--- config.mk ---
export PLATFORM = sky130hd
export DESIGN_NAME = mem_port_arbiter_flat
export DESIGN_NICKNAME = d
export VERILOG_FILES = /design/src/rtl/mem_arb_pkg.sv /design/src/rtl/mem_port_arbiter_if.sv /design/src/rtl/mem_arb_watchdog.sv /design/src/rtl/mem_port_arbiter.sv /design/src/flat_wrapper.sv
export SDC_FILE = /design/constraint.sdc
export NUM_CORES = 1
export LEC_CHECK = 0
export ABC_AREA = 1
export CORE_ASPECT_RATIO = 1.1
export CORE_UTILIZATION = 42
export DETAILED_ROUTE_END_ITERATION = 10
export HOLD_SLACK_MARGIN = 0.03
export PLACE_DENSITY_LB_ADDON = 0.12
export SYNTH_ARGS = -nofsm -noshare
export SYNTH_HDL_FRONTEND = slang
export SYNTH_HIERARCHICAL = 1
export SYNTH_SLANG_ARGS = --single-unit
--- constraint.sdc ---
create_clock -name clk_i -period 1.7 [get_ports clk_i]
set_input_delay 0.34 -clock clk_i [delete_from_list [all_inputs] [get_ports clk_i]]
set_output_delay 0.34 -clock clk_i [all_outputs]
set_load 0.1 [all_outputs]
--- src/rtl/mem_arb_pkg.sv ---
// Shared types and defaults for the IF/MEM memory-port arbiter.
// Owner encoding is derived from the FSM state via owner_of().
package mem_arb_pkg;

    typedef enum logic [1:0] {
        IDLE    = 2'd0,
        BUSY_IF = 2'd1,
        BUSY_DM = 2'd2
    } state_e;

    typedef enum logic {
        OWN_IF = 1'b0,
        OWN_DM = 1'b1
    } owner_e;

    localparam int MAX_DM_RUN_DEF = 4;
    localparam int TIMEOUT_DEF    = 16;

    function automatic owner_e owner_of(state_e s);
        return (s == BUSY_DM) ? OWN_DM : OWN_IF;
    endfunction

endpackage

--- src/rtl/mem_port_arbiter_if.sv ---
// Backend memory port: req/ack transaction bus.
// master = arbiter side, slave = memory side.
interface mem_port_arbiter_if #(
    parameter int ADDR_W = 32,
    parameter int DATA_W = 32
);
    logic              req;
    logic              we;
    logic [ADDR_W-1:0] addr;
    logic [DATA_W-1:0] wdata;
    logic [DATA_W-1:0] rdata;
    logic              ack;

    modport master (
        output req, we, addr, wdata,
        input  rdata, ack
    );

    modport slave (
        input  req, we, addr, wdata,
        output rdata, ack
    );
endinterface

--- src/rtl/mem_arb_watchdog.sv ---
// Backend timeout counter with sticky error flag.
// Only instantiated when MEM_ARB_TIMEOUT_EN is defined.
module mem_arb_watchdog #(
    parameter int TIMEOUT = 16
) (
    input  logic clk_i,
    input  logic rst_i,
    input  logic busy_i,
    input  logic ack_i,
    output logic expire_o,
    output logic err_o
);
    localparam int CW = $clog2(TIMEOUT + 1);
    localparam logic [CW-1:0] LAST = CW'(TIMEOUT - 1);

    logic [CW-1:0] cnt_q;
    logic          err_q;

    assign expire_o = busy_i & ~ack_i & (cnt_q == LAST);
    assign err_o    = err_q;

    always_ff @(posedge clk_i or negedge rst_i) begin
        if (!rst_i) begin
            cnt_q <= '0;
            err_q <= 1'b0;
        end else begin
            if (!busy_i || ack_i || expire_o)
                cnt_q <= '0;
            else
                cnt_q <= cnt_q + 1'b1;
            if (expire_o)
                err_q <= 1'b1;
        end
    end
endmodule

--- src/rtl/mem_port_arbiter.sv ---
// Shares one memory port between IF and MEM stages with DM-first priority.
// Optional backend timeout: define MEM_ARB_TIMEOUT_EN.
module mem_port_arbiter
    import mem_arb_pkg::*;
#(
    parameter int ADDR_W     = 32,
    parameter int DATA_W     = 32,
    parameter int MAX_DM_RUN = MAX_DM_RUN_DEF,
    parameter int TIMEOUT    = TIMEOUT_DEF
) (
    input  logic              clk_i,
    input  logic              rst_i,
    input  logic              if_req_i,
    input  logic [ADDR_W-1:0] if_addr_i,
    output logic [DATA_W-1:0] if_rdata_o,
    output logic              if_ack_o,
    output logic              if_stall_o,
    input  logic              dm_req_i,
    input  logic              dm_we_i,
    input  logic [ADDR_W-1:0] dm_addr_i,
    input  logic [DATA_W-1:0] dm_wdata_i,
    output logic [DATA_W-1:0] dm_rdata_o,
    output logic              dm_ack_o,
    output logic              dm_stall_o,
    mem_port_arbiter_if.master mem,
    output logic              err_o
);
    localparam int RW = $clog2(MAX_DM_RUN + 1);
    localparam logic [RW-1:0] RUN_MAX = RW'(MAX_DM_RUN);

    state_e            state_q;
    logic              we_q;
    logic [ADDR_W-1:0] addr_q;
    logic [DATA_W-1:0] wdata_q;
    logic [DATA_W-1:0] if_rdata_q, dm_rdata_q;
    logic              if_ack_q, dm_ack_q;
    logic [RW-1:0]     dm_run_q, dm_run_d;
    logic              gnt_dm, gnt_if;
    logic              busy, done, expire;

    assign busy = (state_q != IDLE);
    assign done = busy & (mem.ack | expire);

`ifdef MEM_ARB_TIMEOUT_EN
    mem_arb_watchdog #(.TIMEOUT(TIMEOUT)) u_wdog (
        .clk_i    (clk_i),
        .rst_i    (rst_i),
        .busy_i   (busy),
        .ack_i    (mem.ack),
        .expire_o (expire),
        .err_o    (err_o)
    );
`else
    assign expire = 1'b0;
    assign err_o  = 1'b0;
`endif

    // No grant in an ack-pulse cycle, so a held req is never reissued
    // and the masked requester does not lose its turn to the other one.
    always_comb begin
        gnt_dm   = 1'b0;
        gnt_if   = 1'b0;
        dm_run_d = dm_run_q;
        if (!busy && !if_ack_q && !dm_ack_q) begin
            gnt_dm = dm_req_i & (~if_req_i | (dm_run_q != RUN_MAX));
            gnt_if = if_req_i & ~gnt_dm;
        end
        if (gnt_dm)
            dm_run_d = !if_req_i ? '0 :
                       (dm_run_q == RUN_MAX) ? dm_run_q :
                       dm_run_q + 1'b1;
        else if (gnt_if)
            dm_run_d = '0;
    end

    always_ff @(posedge clk_i or negedge rst_i) begin
        if (!rst_i) begin
            state_q    <= IDLE;
            we_q       <= 1'b0;
            addr_q     <= '0;
            wdata_q    <= '0;
            if_rdata_q <= '0;
            dm_rdata_q <= '0;
            if_ack_q   <= 1'b0;
            dm_ack_q   <= 1'b0;
            dm_run_q   <= '0;
        end else begin
            if_ack_q <= 1'b0;
            dm_ack_q <= 1'b0;
            dm_run_q <= dm_run_d;
            unique case (state_q)
                IDLE: begin
                    if (gnt_dm) begin
                        state_q <= BUSY_DM;
                        we_q    <= dm_we_i;
                        addr_q  <= dm_addr_i;
                        wdata_q <= dm_wdata_i;
                    end else if (gnt_if) begin
                        state_q <= BUSY_IF;
                        we_q    <= 1'b0;
                        addr_q  <= if_addr_i;
                        wdata_q <= '0;
                    end
                end
                BUSY_IF, BUSY_DM: begin
                    if (done) begin
                        state_q <= IDLE;
                        if (owner_of(state_q) == OWN_IF) begin
                            if_ack_q   <= 1'b1;
                            if_rdata_q <= mem.ack ? mem.rdata : '0;
                        end else begin
                            dm_ack_q <= 1'b1;
                            if (!we_q)
                                dm_rdata_q <= mem.ack ? mem.rdata : '0;
                        end
                    end
                end
                default: state_q <= IDLE;
            endcase
        end
    end

    assign mem.req    = busy;
    assign mem.we     = we_q;
    assign mem.addr   = addr_q;
    assign mem.wdata  = wdata_q;
    assign if_rdata_o = if_rdata_q;
    assign dm_rdata_o = dm_rdata_q;
    assign if_ack_o   = if_ack_q;
    assign dm_ack_o   = dm_ack_q;
    assign if_stall_o = if_req_i & ~if_ack_q;
    assign dm_stall_o = dm_req_i & ~dm_ack_q;
endmodule
--- src/flat_wrapper.sv ---
// flat-port wrapper written by rule: the top's interface ports become plain ports
module mem_port_arbiter_flat import mem_arb_pkg::*;
#(
    parameter int ADDR_W     = 32,
    parameter int DATA_W     = 32,
    parameter int MAX_DM_RUN = MAX_DM_RUN_DEF,
    parameter int TIMEOUT    = TIMEOUT_DEF
)
  (clk_i, rst_i, if_req_i, if_addr_i, if_rdata_o, if_ack_o, if_stall_o, dm_req_i, dm_we_i, dm_addr_i, dm_wdata_i, dm_rdata_o, dm_ack_o, dm_stall_o, err_o, mem_req, mem_we, mem_addr, mem_wdata, mem_rdata, mem_ack);
  mem_port_arbiter_if #(.ADDR_W(ADDR_W), .DATA_W(DATA_W)) mem_i ();
  input  logic clk_i;
  input  logic rst_i;
  input  logic if_req_i;
  input  logic [ADDR_W-1:0] if_addr_i;
  output logic [DATA_W-1:0] if_rdata_o;
  output logic if_ack_o;
  output logic if_stall_o;
  input  logic dm_req_i;
  input  logic dm_we_i;
  input  logic [ADDR_W-1:0] dm_addr_i;
  input  logic [DATA_W-1:0] dm_wdata_i;
  output logic [DATA_W-1:0] dm_rdata_o;
  output logic dm_ack_o;
  output logic dm_stall_o;
  output logic err_o;
  output wire logic [$bits(mem_i.req)-1:0] mem_req;
  output wire logic [$bits(mem_i.we)-1:0] mem_we;
  output wire logic [$bits(mem_i.addr)-1:0] mem_addr;
  output wire logic [$bits(mem_i.wdata)-1:0] mem_wdata;
  input wire logic [$bits(mem_i.rdata)-1:0] mem_rdata;
  input wire logic [$bits(mem_i.ack)-1:0] mem_ack;
  assign mem_req = mem_i.req;
  assign mem_we = mem_i.we;
  assign mem_addr = mem_i.addr;
  assign mem_wdata = mem_i.wdata;
  assign mem_i.rdata = mem_rdata;
  assign mem_i.ack = mem_ack;
  mem_port_arbiter #(.ADDR_W(ADDR_W), .DATA_W(DATA_W), .MAX_DM_RUN(MAX_DM_RUN), .TIMEOUT(TIMEOUT)) u_core (.clk_i(clk_i), .rst_i(rst_i), .if_req_i(if_req_i), .if_addr_i(if_addr_i), .if_rdata_o(if_rdata_o), .if_ack_o(if_ack_o), .if_stall_o(if_stall_o), .dm_req_i(dm_req_i), .dm_we_i(dm_we_i), .dm_addr_i(dm_addr_i), .dm_wdata_i(dm_wdata_i), .dm_rdata_o(dm_rdata_o), .dm_ack_o(dm_ack_o), .dm_stall_o(dm_stall_o), .mem(mem_i), .err_o(err_o));
endmodule
; Word level (Yosys, flattened, before mapping)
; Cells that the tools add are included.
[totals]
register_bits = 136
in_bits = 134
output_inout_bits = 135
[classes]
add_sub_neg = 1
n_eq_ne = 7
n_mux = 24
n_bitwise = 12
n_reduce_logical = 14
[op_table]
columns = operator, n
row1 = 32-bit 2-to-1 mux, 5
row2 = 3-bit 2-to-1 mux, 4
row3 = 1-bit 2-to-1 mux, 11
row4 = 2-bit 2-to-1 mux, 3
row5 = "3-bit != test, second input constant", 2
row6 = 1-bit NOT, 6
row7 = 2-bit AND reduction, 3
row8 = 1-bit AND, 5
row9 = 2-bit one-hot mux with 2 select lines, 1
row10 = 4-bit AND reduction, 1
row11 = 2-bit nonzero test, 2
row12 = "3-bit by 1-bit adder with 3-bit output, second input constant", 1
row13 = "3-bit == test, second input constant", 1
row14 = 1-bit logical NOT, 3
row15 = "3-bit by 1-bit != test with 1-bit output, second input constant", 1
row16 = 3-bit AND reduction, 1
row17 = "2-bit by 1-bit == test with 1-bit output, second input constant", 1
row18 = "2-bit == test, second input constant", 1
row19 = 1-bit logical AND, 2
row20 = 2-bit logical NOT, 1
row21 = "2-bit by 1-bit != test with 1-bit output, second input constant", 1
row22 = 2-bit OR reduction, 1
row23 = 1-bit OR, 1

; Longest topological paths before layout
[depth]
word_depth = 9
depth_mapped = 11
depth_no_buf = 9

; Worst setup path before layout
; No wires, ideal clock.
[synth_timing]
path_kind = reg-to-reg
startpoint = reg u_core.if_ack_q, in the netlist u_core/if_ack_o
endpoint = reg u_core.addr_q[13], in the netlist u_core/mem.addr[13]
setup_time_ns = 0.120
t_arrival_ns = 3.129
required_ns = 1.580
slack_ns = -1.549
path_stages_with_launch = 9
n_path_buf = 2
synth_period_minus_slack_ns = 3.249
cell_sequence = dfrtp_1 -> nor2_1 -> nand2_1 -> nand2_4 -> inv_2 -> buf_6 -> buf_6 -> nand2_1 -> nand2_1
[synth_between]
elab_chain_len = 6
[synth_rtl]
columns = item, line
row1 = start: declaration, mem_port_arbiter.sv:36  ; logic if_ack_q, dm_ack_q;
row2 = start signal: assignment, mem_port_arbiter.sv:84  ; if_ack_q <= 1'b0;
row3 = start signal: assignment, mem_port_arbiter.sv:88  ; if_ack_q <= 1'b0;
row4 = start signal: assignment, mem_port_arbiter.sv:109  ; if_ack_q <= 1'b1;
row5 = 1-bit logical NOT *, mem_port_arbiter.sv:64  ; if (!busy && !if_ack_q && !dm_ack_q) begin
row6 = 1-bit logical AND * (2 in series), mem_port_arbiter.sv:64
row7 = 1-bit 2-to-1 mux, mem_port_arbiter.sv:64
row8 = 2-bit nonzero test (no line), -
row9 = 2-bit AND reduction (no line), -
row10 = end signal: assignment, mem_port_arbiter.sv:96  ; addr_q <= dm_addr_i;
row11 = end signal: assignment, mem_port_arbiter.sv:101  ; addr_q <= if_addr_i;
row12 = end: declaration, mem_port_arbiter.sv:33  ; logic [ADDR_W-1:0] addr_q;
; Every way passes the cells marked *; elsewhere a longest branch is shown, timed or not.
; A chain may end at the register's enable or synchronous reset.

; Final worst setup path
[layout_timing]
startpoint = reg u_core.state_q[1]
endpoint = out mem_req
[layout_between]
elab_chain_len = 1
[layout_rtl]
columns = item, line
row1 = start: declaration, mem_port_arbiter.sv:31  ; state_e state_q;
row2 = start signal: assignment, mem_port_arbiter.sv:78  ; state_q <= IDLE;
row3 = start signal: assignment, mem_port_arbiter.sv:94  ; state_q <= BUSY_DM;
row4 = start signal: assignment, mem_port_arbiter.sv:99  ; state_q <= BUSY_IF;
row5 = 2-bit nonzero test, mem_port_arbiter.sv:41  ; assign busy = (state_q != IDLE);
row6 = end: declaration, flat_wrapper.sv:26  ; output wire logic [$bits(mem_i.req)-1:0] mem_req;
; No other way between the ends.

==> Implementation_results.wiki <==
{| class="wikitable"
! Metric !! Value
|-
| Antenna violations before repair || 0
|-
| Fin nets || roughly 1,100
|-
| Crit path time final || 1631 ps
|-
| Final setup fails || 0
|-
| First-pass DRT Iterations || 5
|-
| Final cycle utilization of the critical path || approximately 96%
|-
| Area post-placement || 10,290 um2
|-
| Mapped Nets || 849
|-
| Placeable core area || about 14,000 um2
|-
| Detailed-placement wirelength estimate || between 10 and 15 mm
|-
| Overall overflow remaining after global route || 0
|-
| First-pass GRT wire length || 28.23 mm
|-
| Total routing usage reported by global routing || 25.69%
|-
| Synth top area cells || dfrtp_1, nand2_1, inv_1
|-
| Worst Skew || about 5.9 ps
|-
| Area used by multi-input combinational logic || 1886 um2
|-
| Total die area || 14,490 um2
|-
| Share of cells above drive strength 1 || 21.44%
|-
| Pin count of the biggest net entering global routing || 53
|-
| H-tree levels || 4
|-
| Synth Warn # || 6
|-
| Most instantiated flip-flop cell in the synthesis netlist || dfrtp_1
|-
| Vias || roughly 5,600
|-
| Max-cap viol count || 0
|-
| Initial core utilization || between 40 and 50%
|-
| Final estimated routing congestion in global placement || around 0.8
|-
| Area growth from synthesis to layout || 86.22%
|-
| Required @ worst endpoint || about 1400 ps
|-
| Proportion of register bits with asynchronous set or reset after synthesis || 100.0%
|-
| Setup repair after global routing missed its margin || no
|-
| Final count of hold timing violations || 0
|-
| Cell type with the highest aggregate area in the netlist || dfrtp_1
|-
| Class of the worst hold path || input pin to flip-flop
|-
| Crit. End Element || output port
|-
| Post-route DRC violation count || 0
|-
| Avg Cell Area, Syn || 8.290 um2
|-
| Vertical extent of the die || about 130 um
|-
| Category of the critical setup timing path || flip-flop to output port
|-
| Antenna cell count || 0
|-
| Vias per cell || 4.673
|-
| Most common library cells after synthesis || nand2_1, dfrtp_1, inv_1, nand3_1, o21ai_0
|-
| Arrival time of data at the critical path endpoint || 1290 ps
|-
| Die X || 114.9 um
|-
| Post-Syn Instances || 710
|-
| I/O pin count || 269
|-
| Port-buffer cells || 267
|-
| Maximum clock path buffer count || 2
|-
| ANT nets after route || 0
|-
| Seq cells post-synth || 136
|-
| Finished layout cell area || 10,960 um2
|-
| First-iteration detailed-routing DRC count || 271
|-
| Number of core rows || 45
|-
| Crit path launch type || flip-flop
|-
| Clock transition at the registers of the reported paths || 60 ps
|-
| Most numerous cell in the Yosys netlist || nand2_1
|-
| Cell at the root of the clock tree || clkbuf_16
|-
| Cell Area, Synth || 5886 um2
|-
| Source-to-sink clock delay at the later pin of the worst-skew pair || 420 ps
|-
| Critical-path maximum fanout || 4
|-
| Max Clock Freq || 613.1 MHz
|-
| CTS buffer count || 17
|-
| CTS tree || yes
|-
| Number of distinct standard cells referenced by the synthesized netlist || 19
|-
| Number of global-route vias before repair || 5,597
|-
| Total wire length after detailed routing || 17.50 mm
|-
| Average detailed-routed wire length per instance || 14.69 um
|-
| Number of enable-type register cells in the synthesized netlist || 0
|-
| Run status || finished clean
|-
| Fraction of post-synthesis cell area in the top cell type by area || 57.82%
|-
| TritonCTS sink count || 136
|-
| Pins Over Slew Limit || 0
|-
| Fillers || 905
|-
| Register area || 3411 um2
|-
| Share of synthesized area occupied by flip-flops and latches || 57.82%
|}
-- layer usage --
metal	routed length [um]	up-vias	share of wire [%]	global-route usage, %
met5	0	-	0	0
met4	576	0	3.3	11.84
met3	1849	42	11	11.02
met2	8732	209	50	43.83
met1	6338	2600	36	27.19
li1	-	2715	-	-
-- cell families after synthesis --
kind of cell | after synthesis | share of synthesized area (%)
flops | 136 | 57.82
other cells | 1 | 0.06371
compound gates | 68 | 5.782
fa+ha+maj | 5 | 1.063
simple gates | 353 | 24.49
buf+inv | 147 | 10.78
-- cell type report --
| class | count | area share [%] |
|---|---|---|
| multi-input cells | 427 | 17.20 |
| clock buffers | 18 | 4.007 |
| repair buffers | 297 | 39.87 |
| well taps | 188 | 2.146 |
| flip-flops and latches | 136 | 31.12 |
| clock inverters | 14 | 1.804 |
| inverters | 111 | 3.847 |
-- sequential cells by signal, summed over array words and instances (netlist names) --
register           cells
u_core/dm_ack_o        1
u_core/dm_rdata_o     32
u_core/dm_run_q        3
u_core/if_ack_o        1
u_core/if_rdata_o     32
u_core/mem.addr       32
u_core/mem.wdata      32
u_core/mem.we          1
u_core/state_q         2
-- what timing repair did --
item                                   4_1_cts  5_1_grt
endpoints found under the hold margin       57        0
hold buffers                                 1        0
resized for setup                            1        2
setup buffers                                0        2
setup endpoints to repair                    1        5
-- final timing paths --
check,start,end,slack (ps),depth (start not counted)
worst max-delay path,u_core/state_q[1],mem_req,70,4
worst min-delay path,if_req_i,u_core/dm_run_q[2],260,3
worst max register to register,u_core/dm_run_q[0],u_core/mem.addr[6],150,7
worst min register to register,u_core/state_q[0],u_core/state_q[0],500,2
max in group asynchronous,rst_i,u_core/dm_rdata_o[6],780,3
min in group asynchronous,rst_i,u_core/mem.addr[17],330,2
-- critical path, stage by stage, from the launching register on --
cell and delay (ps):
dfrtp_1 390, inv_1 100, ha_4 180, inv_6 50, buf_12 160
-- cell usage in the layout (no fill, tap or decap) --
cell type and n:
nand2_1 270, buf_12 144, dfrtp_1 134, clkdlybuf4s50_1 131, inv_1 106, nand3_1 68, o21ai_0 68, buf_4 19
clkbuf_16 17, clkinv_4 4, bufinv_16 4, inv_2 4, ha_1 4, inv_6 3, nand3_2 3, nor2_1 3
clkinv_2 2, clkinvlp_4 2, nor2_4 2, nor2_2 2, nand2_2 2, dfrtp_4 2, clkbuf_8 1, dlygate4sd3_1 1
dlymetal6s2s_1 1, buf_6 1, nand2_4 1, nand4_1 1, or2_2 1, ha_4 1, conb_1 1
-- stage by stage --
stage	hold WS, ps	TNS (ps)	cells	worst slack (ps)	utilization [%]
after floorplan	44.41	-17240	710	-274.7	-
after global placement	182.5	-440.4	1156	-28.53	74.87
after detailed placement	184.3	-1801	1156	-75.67	74.87
after CTS	313.3	0	1189	0.1827	79.65
after global routing	273.9	0	1191	15.85	79.78
final	260.3	0	1191	68.88	79.78
Power is left out: the tool's default activity adds up to more than one toggle a clock period on the data nets, which glitch-free logic cannot reach.
==> edit, RTL diff (same flow settings) <==
Build with the macro `MEM_ARB_TIMEOUT_EN` defined.
--- a/src/rtl/mem_port_arbiter.sv
+++ b/src/rtl/mem_port_arbiter.sv
@@ -1,5 +1,7 @@
 // Shares one memory port between IF and MEM stages with DM-first priority.
 // Optional backend timeout: define MEM_ARB_TIMEOUT_EN.
+`define MEM_ARB_TIMEOUT_EN
+
 module mem_port_arbiter
     import mem_arb_pkg::*;
 #(
Check against the original RTL: no difference found for any inputs over 4 cycles, from zero or initial values and one cycle with rst_i low; that may be too few to reach the edited logic, so the function may still have changed.
==> edit against the original RTL <==
The flow now finishes with violations (setup timing). Die area rose by 5.1%. Sequential cell count is 6 higher. Worst setup slack got worse by 0.23 ns. Final area up 9.9%. Area after synthesis up 5.2%. Wire length is 12% higher. Worst hold slack better by 0.024 ns.
Power is not shown: default switching activity piles up to over one toggle a cycle in this logic, so the estimate is an artifact.
==> edit: results (changes against the original RTL) <==
* Hpwl dp at 13100 µm (was 12600 µm)
* Synth Area in Compound Gates at 0.0564 (was 0.0578)
* Total GRT Usage at 0.256 (was 0.257)
* Final Setup Violations at 65 (was 0)
* Met3 wire len at 1540 µm (was 1850 µm)
* Met1 usage at 0.294 (was 0.272)
* CP startpoint: u_core/u_wdog/cnt_q[1] (was u_core/state_q[1])
* Syn nets at 884 (was 849)
* Cts bufs inserted at 17 (unchanged)
* Ys flop type: dfrtp_1 (unchanged)
* Synth warn at 6 (unchanged)
* Buffers on Ports at 268 (was 267)
* PostCTS Resize Cnt at 71 (was 1)
* Commonest cells in the netlist: nand2_1 (307), dfrtp_1 (142), inv_1 (80) (was nand2_1 (272), dfrtp_1 (136), inv_1 (107))
* Area share of fa/ha/maj cells after synthesis at 0.0141 (was 0.0106)
* Place WS at -0.173 ns (was -0.0757 ns)
* Synth top area cells: dfrtp_1 (57%), nand2_1 (19%), nand3_1 (5.7%), o21ai_0 (5.2%), inv_1 (4.9%) (was dfrtp_1 (58%), nand2_1 (17%), inv_1 (6.8%), nand3_1 (5.9%), o21ai_0 (5.8%))
* First-pass GRT wire length at 30200 µm (was 28200 µm)
* HP Start: if_req_i (unchanged)
* WL/cell at 15.8 µm (was 14.7 µm)
* Routed vias/inst at 4.84 (was 4.67)
* Worst setup margin at -0.164 ns (was 0.0689 ns)
* Met2 wire len at 10200 µm (was 8730 µm)
* Worst r2r dst: u_core/if_rdata_o[9] (was u_core/mem.addr[6])
* Critical path arrival at 2.16 ns (was 1.29 ns)
* Setup Buffers After CTS at 8 (was 0)
* Worst Setup End Kind: register (was output pin)
* DRT met1 WL at 7610 µm (was 6340 µm)
* Status: finished with violations (was complete, no violations)
* Hold Path End: u_core/dm_run_q[2] (unchanged)
* Synth cell types at 22 (was 19)
* Failing checks: setup timing
* Largest net degree at the start of global routing at 44 (was 53)
* Clock-pin slew on the worst setup and hold paths at 0.06 ns (about the same)
* Detailed Route Iter0 Violations at 339 (was 271)
* Nets at 1185 (was 1129)
* DRT Pass-1 Iters at 4 (was 5)
* Setup TNS at -8.06 ns (was 0 ns)
* Post-synthesis mux area share at 0 (unchanged)
* Vias in the first global route at 5826 (was 5597)
* Fraction of the yosys area taken by sequential cells at 0.574 (was 0.578)
* Worst hold slack at 0.285 ns (was 0.260 ns)
* Worst-path fanout max at 21 (was 4)
* ANT cells at 0 (unchanged)
* Share of flip-flops with an asynchronous set or reset at 1.00 (unchanged)
* Clk_skew at 0.00758 ns (was 0.00592 ns)
* Fraction of layout cells with a size suffix above 1 at 0.290 (was 0.214)
* Reg2Reg Depth at 13 (was 7)
* M3 GR Usage at 0.0827 (was 0.110)
* Met2 Track Usage GR at 0.446 (was 0.438)
* Placer Congestion at 0.774 (was 0.821)
* Latest clock arrival within the worst-skew pair at 0.42 ns (about the same)
[edit: final cells by class]
| class | instances | area (µm²) |
|---|---|---|
| clock inverter | 11 | 211 |
| inverter | 85 | 327 |
| clock buffer | 20 | 467 |
| tap | 192 | 240 |
| multi-input combinational | 477 | 2430 |
| fill | 795 | 2340 |
| sequential | 142 | 3560 |
| timing repair buffer | 321 | 4810 |
[edit: per-stage QoR]
step / instances / area [µm²]
4_1_cts: 1245 / 11800
5_1_grt: 1248 / 12000
3_5_place_dp: 1200 / 10800
2_1_floorplan: 743 / 6280
6_report: 1248 / 12000
3_3_place_gp: 1200 / 10800
[edit: critical path, cell delays in order (launching register included)]
cell     delay (ns)
dfrtp_1        0.35
ha_2           0.19
nand2_2        0.06
nor2_2         0.10
ha_2           0.20
nand3_2        0.07
inv_2          0.07
o21ai_4        0.06
inv_2          0.08
buf_4          0.12
nand3_4        0.11
buf_12         0.19
nand2_1        0.08
o21ai_1        0.07
